## src/rtl/csl_add_sub_pipe.sv

```systemverilog
// csl_add_sub_pipe
// Pipelined carry-select adder/subtractor with a valid/ready handshake.
// The operand word is cut into BLOCK-bit carry-select blocks. Each block
// forms its sum for carry-in 0 and for carry-in 1 in parallel. The real
// block carry then picks one of the two. The block chain is spread over
// STAGES register stages at block boundaries, and the partial sum and
// carry are registered between stages. Flags are derived from the
// full-width result in the last stage and registered alongside it.
// Flow control is a stall-all shift chain: every stage advances together
// whenever the output register is empty or being drained.

module csl_add_sub_pipe #(
  parameter int WIDTH  = 23,  // operand/result width, >= 2
  parameter int BLOCK  = 4,   // carry-select block width
  parameter int STAGES = 2    // register stages, 1..4
) (
  input  logic             clk,
  input  logic             rst,
  input  logic             in_valid,
  output logic             in_ready,
  input  logic [WIDTH-1:0] a,
  input  logic [WIDTH-1:0] b,
  input  logic             sub,
  output logic             out_valid,
  input  logic             out_ready,
  output logic [WIDTH-1:0] result,
  output logic             cout,
  output logic             ovf,
  output logic             zero
);

  localparam int NBLK = (WIDTH + BLOCK - 1) / BLOCK;
  localparam int LAST = STAGES - 1;

  // Everything a beat needs on its way down the chain. The operands stay
  // in the beat so that later stages can finish the upper blocks.
  typedef struct packed {
    logic [WIDTH-1:0] a;    // operand A
    logic [WIDTH-1:0] b;    // operand B, already inverted for subtraction
    logic [WIDTH-1:0] sum;  // result bits of the blocks already resolved
    logic             c;    // carry into the first unresolved block
  } beat_t;

  // First block handled by stage s. Stage s owns blocks
  // [blk_lo(s), blk_lo(s+1)), which spreads the blocks as evenly as the
  // division allows. blk_lo(STAGES) equals NBLK.
  function automatic int blk_lo(input int s);
    return (s * NBLK) / STAGES;
  endfunction

  // Stage that owns block k. If STAGES exceeds NBLK, some stages own no
  // block and only pass the beat along.
  function automatic int stage_of(input int k);
    int r;
    r = 0;
    for (int s = 0; s < STAGES; s++) begin
      if (blk_lo(s) <= k) r = s;
    end
    return r;
  endfunction

  // Mask that covers every result bit of blocks 0 .. nblk-1.
  function automatic logic [WIDTH-1:0] low_mask(input int nblk);
    logic [WIDTH-1:0] m;
    m = '0;
    for (int i = 0; i < WIDTH; i++) begin
      if (i < nblk * BLOCK) m[i] = 1'b1;
    end
    return m;
  endfunction

  // ---------------------------------------------------------------------
  // Flow control
  // ---------------------------------------------------------------------
  logic              adv;
  logic [STAGES-1:0] vld;  // vld[s]: the register after stage s holds a beat

  assign out_valid = vld[LAST];
  assign adv       = !out_valid || out_ready;
  assign in_ready  = adv;

  // Shift the valid bits along the chain on every advance. An idle input
  // enters as a bubble. Reset empties every stage.
  always_ff @(posedge clk) begin
    // NOTE: sequential state is written with non-blocking assignments, so
    // every stage samples its neighbour's pre-edge value and the shift
    // works regardless of statement order.
    if (rst) begin
      vld <= '0;
    end else if (adv) begin
      vld <= (vld << 1) | STAGES'(in_valid);
    end
  end

  // ---------------------------------------------------------------------
  // Stage inputs: stage 0 is fed from the ports, and each later stage is
  // fed from the register of the stage before it.
  // ---------------------------------------------------------------------
  beat_t            st_in  [STAGES];
  logic [WIDTH-1:0] st_sum [STAGES];
  logic             st_c   [STAGES];

  // Subtraction is A + ~B + 1. The +1 enters as the carry into block 0.
  assign st_in[0] = '{a: a, b: (sub ? ~b : b), sum: '0, c: sub};

  // ---------------------------------------------------------------------
  // Carry-select blocks. Each block reads the stage input of the stage
  // that owns it. blk_sum holds every block's selected sum; a stage only
  // keeps the bits of its own blocks.
  // ---------------------------------------------------------------------
  wire [WIDTH-1:0] blk_sum;
  wire [NBLK-1:0]  blk_c;

  for (genvar k = 0; k < NBLK; k++) begin : g_blk
    localparam int LSB = k * BLOCK;
    localparam int BW  = (WIDTH - LSB < BLOCK) ? (WIDTH - LSB) : BLOCK;
    localparam int SK  = stage_of(k);

    logic [BW:0] sum0;  // {carry, sum} for carry-in 0
    logic [BW:0] sum1;  // {carry, sum} for carry-in 1
    logic        cin;

    assign sum0 = {1'b0, st_in[SK].a[LSB +: BW]} + {1'b0, st_in[SK].b[LSB +: BW]};
    assign sum1 = {1'b0, st_in[SK].a[LSB +: BW]} + {1'b0, st_in[SK].b[LSB +: BW]}
                + {{BW{1'b0}}, 1'b1};

    // The first block of a stage takes the carry registered by the
    // previous stage. Any other block takes the carry of the block below.
    if (blk_lo(SK) == k) begin : g_first
      assign cin = st_in[SK].c;
    end else begin : g_chain
      assign cin = blk_c[k-1];
    end

    assign blk_sum[LSB +: BW] = cin ? sum1[BW-1:0] : sum0[BW-1:0];
    assign blk_c[k]           = cin ? sum1[BW]     : sum0[BW];
  end

  // ---------------------------------------------------------------------
  // Stages: merge this stage's blocks into the partial sum, pass the
  // carry on, and register the beat unless this is the last stage.
  // ---------------------------------------------------------------------
  for (genvar s = 0; s < STAGES; s++) begin : g_stage
    localparam int LO = blk_lo(s);
    localparam int HI = blk_lo(s + 1);
    localparam logic [WIDTH-1:0] DONE_M = low_mask(LO);
    localparam logic [WIDTH-1:0] OWN_M  = low_mask(HI) & ~low_mask(LO);

    assign st_sum[s] = (st_in[s].sum & DONE_M) | (blk_sum & OWN_M);

    if (HI > LO) begin : g_cout
      assign st_c[s] = blk_c[HI-1];
    end else begin : g_pass
      assign st_c[s] = st_in[s].c;
    end

    if (s < LAST) begin : g_reg
      beat_t q;

      // Capture the partially resolved beat whenever the chain advances.
      always_ff @(posedge clk) begin
        // NOTE: datapath registers have no reset; the matching valid bit
        // decides whether their contents mean anything, and that bit is
        // cleared by reset.
        if (adv) begin
          q <= '{a: st_in[s].a, b: st_in[s].b, sum: st_sum[s], c: st_c[s]};
        end
      end

      assign st_in[s+1] = q;
    end
  end

  // ---------------------------------------------------------------------
  // Output stage: the result is complete at the last stage. Derive the
  // flags from the full-width result and register them with it.
  // ---------------------------------------------------------------------
  logic [WIDTH-1:0] res_n;
  logic             cout_n;
  logic             ovf_n;
  logic             zero_n;

  assign res_n  = st_sum[LAST];
  assign cout_n = st_c[LAST];
  // Signed overflow: the effective operands have the same sign and the
  // result sign differs from it.
  assign ovf_n  = (st_in[LAST].a[WIDTH-1] == st_in[LAST].b[WIDTH-1])
               && (res_n[WIDTH-1] != st_in[LAST].a[WIDTH-1]);
  assign zero_n = (res_n == '0);

  // Load the output register on every advance and hold it while the
  // consumer stalls. Reset clears it.
  always_ff @(posedge clk) begin
    if (rst) begin
      result <= '0;
      cout   <= 1'b0;
      ovf    <= 1'b0;
      zero   <= 1'b0;
    end else if (adv) begin
      result <= res_n;
      cout   <= cout_n;
      ovf    <= ovf_n;
      zero   <= zero_n;
    end
  end

endmodule

```

## config.mk

```make
export PLATFORM = sky130hd
export DESIGN_NAME = csl_add_sub_pipe
export DESIGN_NICKNAME = d
export VERILOG_FILES = /design/src/rtl/csl_add_sub_pipe.sv
export SDC_FILE = /design/constraint.sdc
export NUM_CORES = 1
export LEC_CHECK = 0
export ABC_AREA = 1
export CAP_MARGIN = 25
export CORE_MARGIN = 8
export CORE_UTILIZATION = 44
export DETAILED_ROUTE_END_ITERATION = 8
export PLACE_DENSITY_LB_ADDON = 0.2
export SYNTH_ARGS = -nofsm -noshare
export SYNTH_HDL_FRONTEND = slang
export SYNTH_SLANG_ARGS = --single-unit
export TNS_END_PERCENT = 1
```

## constraint.sdc

```tcl
create_clock -name clk -period 4.29 [get_ports clk]
set_input_delay 0.858 -clock clk [delete_from_list [all_inputs] [get_ports clk]]
set_output_delay 0.858 -clock clk [all_outputs]
set_load 0.005 [all_outputs]
```

### Word-level counts from Yosys, hierarchy flattened

Index checks and enable logic that the tools add are counted.

| word-level totals | value |
|---|---|
| register bits | 87 |
| bits of input ports | 51 |
| logic and storage cells | 43 |
| output and inout bits | 28 |

| operators by class | value |
|---|---|
| reductions and logical operators | 4 |
| eq/ne operators | 2 |
| multiplexer cells | 13 |
| add/sub/neg operators | 12 |
| bitwise logic cells | 3 |

Operators with widths:

| operator | number |
|---|---|
| $add A4 B4 Y5 | 5 |
| $add A5 B1 Y5 const B | 5 |
| $logic_not A23 Y1 | 1 |
| $mux W23 | 1 |
| $not A23 Y23 | 1 |
| $or A12 B23 Y23 | 1 |
| $mux W4 | 5 |
| $mux W1 | 6 |
| $add A3 B3 Y4 | 1 |
| $add A4 B1 Y4 const B | 1 |
| $mux W3 | 1 |
| $or A2 B1 Y2 | 1 |
| $eq A1 B1 Y1 | 1 |
| $logic_and A1 B1 Y1 | 1 |
| $logic_not A1 Y1 | 1 |
| $logic_or A1 B1 Y1 | 1 |
| $ne A1 B1 Y1 | 1 |

### Logic depth before layout (Yosys ltp)

| logic depth | value |
|---|---|
| word-level depth | 8 |
| mapped depth | 18 |
| gate-level depth less buffers | 18 |

### Least setup slack after synthesis

OpenSTA, ideal clock, no wires.

| timing | value |
|---|---|
| kind | input to register |
| start point | input sub |
| end point | register g_stage[0].g_reg.q (netlist bit g_blk[3].cin), data pin |
| data required time | 4.037 ns |
| stages on the path | 15 |
| buffers on the path | 2 |
| path slack | 0.847 ns |
| arrival | 3.190 ns |
| path through | buf_2 buf_2 xor2_1 ha_1 inv_1 fa_1 inv_1 ha_1 nand2_1 nor3_1 or2_1 nand3_1 nand2_1 nand2_1 nand2_1 |

| on the way | value |
|---|---|
| cells in the longest elaborated chain, start to end | 6 |
| elaborated cells between the ends (all ways) | 10 |
| those cells by class | add/sub: 6; mux: 4 |

Ends and longest elaborated chain:

| what | line | text |
|---|---|---|
| start, declared | 23 | `input logic sub,` |
| $mux W23 | 104 | `assign st_in[0] = '{a: a, b: (sub ? ~b : b), sum: '0, c: sub};` |
| $add A4 B4 Y5 | 123, 124 |  |
| $add A5 B1 Y5 | 125 | `+ {{BW{1'b0}}, 1'b1};` |
| $mux W1 (2 in series) | 136 | `assign blk_c[k] = cin ? sum1[BW] : sum0[BW];` |
| $mux W1 (*) | 136 |  |
| via blk_c[2] | 112 | `wire [NBLK-1:0] blk_c;` |
| end signal, assigned | 166 | `q <= '{a: st_in[s].a, b: st_in[s].b, sum: st_sum[s], c: st_c[s]};` |
| end, declared | 158 | `beat_t q;` |

The timed path passes the listed nets; every way through them passes the cells marked *.
A chain may end at the register's enable or synchronous reset.

### Final worst setup path

| timing | value |
|---|---|
| start point | input sub |
| end point | register g_stage[0].g_reg.q[12] (netlist bit), data pin |

| on the way | value |
|---|---|
| cells in the longest elaborated chain, start to end | 6 |
| elaborated cells between the ends (all ways) | 10 |
| those cells by class | add/sub: 6; mux: 4 |

Ends and longest elaborated chain:

| what | line | text |
|---|---|---|
| $mux W23 | 104 |  |
| $add A4 B4 Y5 | 123, 124 |  |
| $add A5 B1 Y5 | 125 |  |
| $mux W1 (2 in series) | 136 |  |
| $mux W4 (*) | 135 | `assign blk_sum[LSB +: BW] = cin ? sum1[BW-1:0] : sum0[BW-1:0];` |
| via blk_sum[11] | 111 | `wire [WIDTH-1:0] blk_sum;` |

Marks and branches as above.

==> impl_metrics.yaml <==
run_status:
  status: "finished clean"
layout:
  layout.cells.non_filler: 604
  fin_nets: 580
  fill_cells: 749
  layout_common_cells: "78 x clkdlybuf4s50_1, 58 x nand2_1, 57 x inv_1, 35 x edfxtp_1, 33 x xor2_1"
  final_common_cell: "clkdlybuf4s50_1"
  num_antenna_cells: 0
  syn2layout_area_growth_pct: 29.9
  drive_gt1_share_pct: 7.62
die:
  initial_utilization_pct: 45.6
  io_pins: 79
  die-area_mm2: 0.0118
  die_h_um: 108
  die_w_um: 108
  row_count: 33
  fp.coreArea_mm2: 0.00826
setup_path:
  critPathRequiredTime_ns: 4.38
  critPathLaunch: "sub"
  r2r_slack_ns: 1.77
  crit_type: "in2reg"
  rr_startpoint: "g_stage[0].g_reg.q[36]"
  crit_top_cell: "nand2_1"
  cpPeakStageDelay_ns: 0.54
  critPathBufInv: 3
  cp.depth: 14
  start_kind: "input pin"
  r2r-end: "result[22]"
  critical_path.cell_chain: "clkdlybuf4s50_1 -> buf_4 -> xor2_1 -> ha_1 -> inv_1 -> fa_1 -> or2_2 -> nand2_1 -> a21oi_1 -> xnor2_1 -> nand2_2 -> nand2_1 -> nand2_1 -> nand2_1"
  cp_top_family: "buffers and inverters"
  cp-end-kind: "flop"
  critPathMaxFanout: 16
  critPathCapture: "g_stage[0].g_reg.q[12]"
  critPathSlowestCell: "clkdlybuf4s50_1"
  arrival_ns: 3.48
  timing.reg2reg.worst_path_depth: 16
timing:
  hold_viol: 0
  fin_setup_tns_ns: 0
  setup_violations: 0
  rsz0062_at_grt: "false"
  max_clock_freq_mhz: 295
  max_slew.worst_pin.slew_ns: 0.669
  fin_hold_ws_ns: 0.466
  max-slew-margin-rel_pct: 55.4
  slew_viol_final: 0
  fin_worst_skew_ns: 0.00829
  min_period_ns: 3.39
  period_share_pct: 79.1
clock_tree:
  cts-resized-gates: 0
  clk_pin_slew_worst_paths_ns: 0.06
  ctsLongestPathBuffers: 2
  worstSkewPairLatency_ns: 0.33
  cts_tree: "built"
  cts_max_level: 3
  cts_root_buf: "clkbuf_8"
  post_cts_buffers: 0
  cts.sinks: 63
  numCtsBuffers: 9
  cts-hold-fix-buffers: 0
global_routing:
  grt_usage_pct: 13.6
  grt_max_degree: 43
  grt_pass1_wl_um: 12900
  antenna_found_initial: 0
  grt_overflow: 0
  first_global_vias: 2969
synth:
  synth_area_mm2: 0.00376
  synth_area_leaders: "edfxtp_1 28%, dfxtp_1 15%, ha_1 9.6%"
  yosysTopAreaCell: "edfxtp_1"
  ys_warn_count: 0
  synth_fp_nets: 497
  postSynthCellCount: 411
  yosysSeqAreaShare_pct: 42.8
  synth.top_cell.area_share_pct: 27.9
  ys_types: 30
  synth_seq_cells: 63
  syn_area_per_cell_um2: 9.16
job:
  maxCapViolCount: 0
route:
  drt_first_pass_iters: 4
  ant_nets: 0
  wl_um: 7670
  avgViaCountPerCell: 4.83
  post-route-drc-count: 0
  vias: 2919
  drtIter0Drc: 120
  wire_per_inst_um: 12.7
placed_design:
  port_buffers: 78
  placedCellCount: 588
  gp_congestion: 0.743
  place_hpwl_um: 6080
power:
  powerDensity_mw_per_mm2: 438
  leakagePower_nw: 2.20
  vdd.ir_drop.worst_uv: 164
min_path:
  hold_class: "reg2reg"
[worst min-delay path: stages, from the launching register on]
cell	delay, ns
dfxtp_1	0.31
nand2_1	0.06
a21oi_1	0.05
[final cells by class]
class                      count  area [um^2]  area share (%)
sequential                    63         1610            33.0
multi-input combinational    279         1890            38.7
tap                          105          131            2.69
clock inverter                 5         80.1            1.64
clock buffer                  11          141            2.89
timing repair buffer          82          811            16.6
inverter                      59          221            4.53
[how the worst min path moves through the flow]
stage | from | to | slack (ns) | depth (start not counted)
2_1_floorplan | vld[0] | vld[1] | 0.43 | 2
3_3_place_gp | vld[0] | vld[0] | 0.44 | 2
3_5_place_dp | zero | zero | 0.45 | 2
4_1_cts | zero | zero | 0.46 | 2
5_1_grt | vld[0] | vld[0] | 0.49 | 2
6_report | zero | zero | 0.47 | 2
[through the flow]
stage / util (%) / power, W / instance area (um^2) / worst slack [ns]
2_1_floorplan: - / 0.00131 / 3760 / 0.847
3_3_place_gp: 56.5 / 0.00157 / 4670 / 0.631
3_5_place_dp: 56.5 / 0.00159 / 4670 / 0.525
4_1_cts: 59.2 / 0.00216 / 4890 / 0.888
5_1_grt: 59.2 / 0.00229 / 4890 / 0.658
6_report: 59.2 / 0.00214 / 4890 / 0.898
[power breakdown]
| part | internal [W] | switching (W) |
|---|---|---|
| Clock | 0.000343 | 0.000227 |
| Combinational | 0.000349 | 0.000383 |
| Sequential | 0.000778 | 0.0000590 |
| Total | 0.00147 | 0.000669 |
[metal layers]
layer  GRT usage [%]  vias to the layer above  wire, um
met2            22.3                       64      3590
li1                -                     1522         -
met5               0                        -         0
met4            7.23                        0       197
met1            15.8                     1318      3390
met3            3.99                       15       493
[cells in the mapped netlist (all sizes together)]
library cell,n
a21o,1
a21oi,26
buf,3
clkbuf,7
dfxtp,28
edfxtp,35
fa,6
ha,29
inv,59
nand2,69
nand3,31
nand3b,5
nand4,5
nor2,20
nor3,1
o211ai,6
o21ai,27
o21bai,4
or2,4
xnor2,12
xor2,33
[sequential cells by signal, summed over array words and instances (netlist names)]
register	flops
g_stage.g_reg.q	34
result	23
cout	1
g_blk.cin	1
vld	2
zero	1
ovf	1
[kinds of logic (layout without fill, tap and decap cells)]
family / after synthesis / in the layout / share of synthesized area (%)
flip-flops: 63 / 63 / 42.8
XOR/XNOR: 45 / 45 / 10.5
AO/OA/AOI/OAI: 64 / 64 / 9.24
AND/OR/NAND/NOR: 135 / 135 / 17.7
buffers and inverters: 69 / 157 / 6.95
adder cells (fa/ha/maj): 35 / 35 / 12.8
Note: power is estimated with default switching activity, not from simulation.
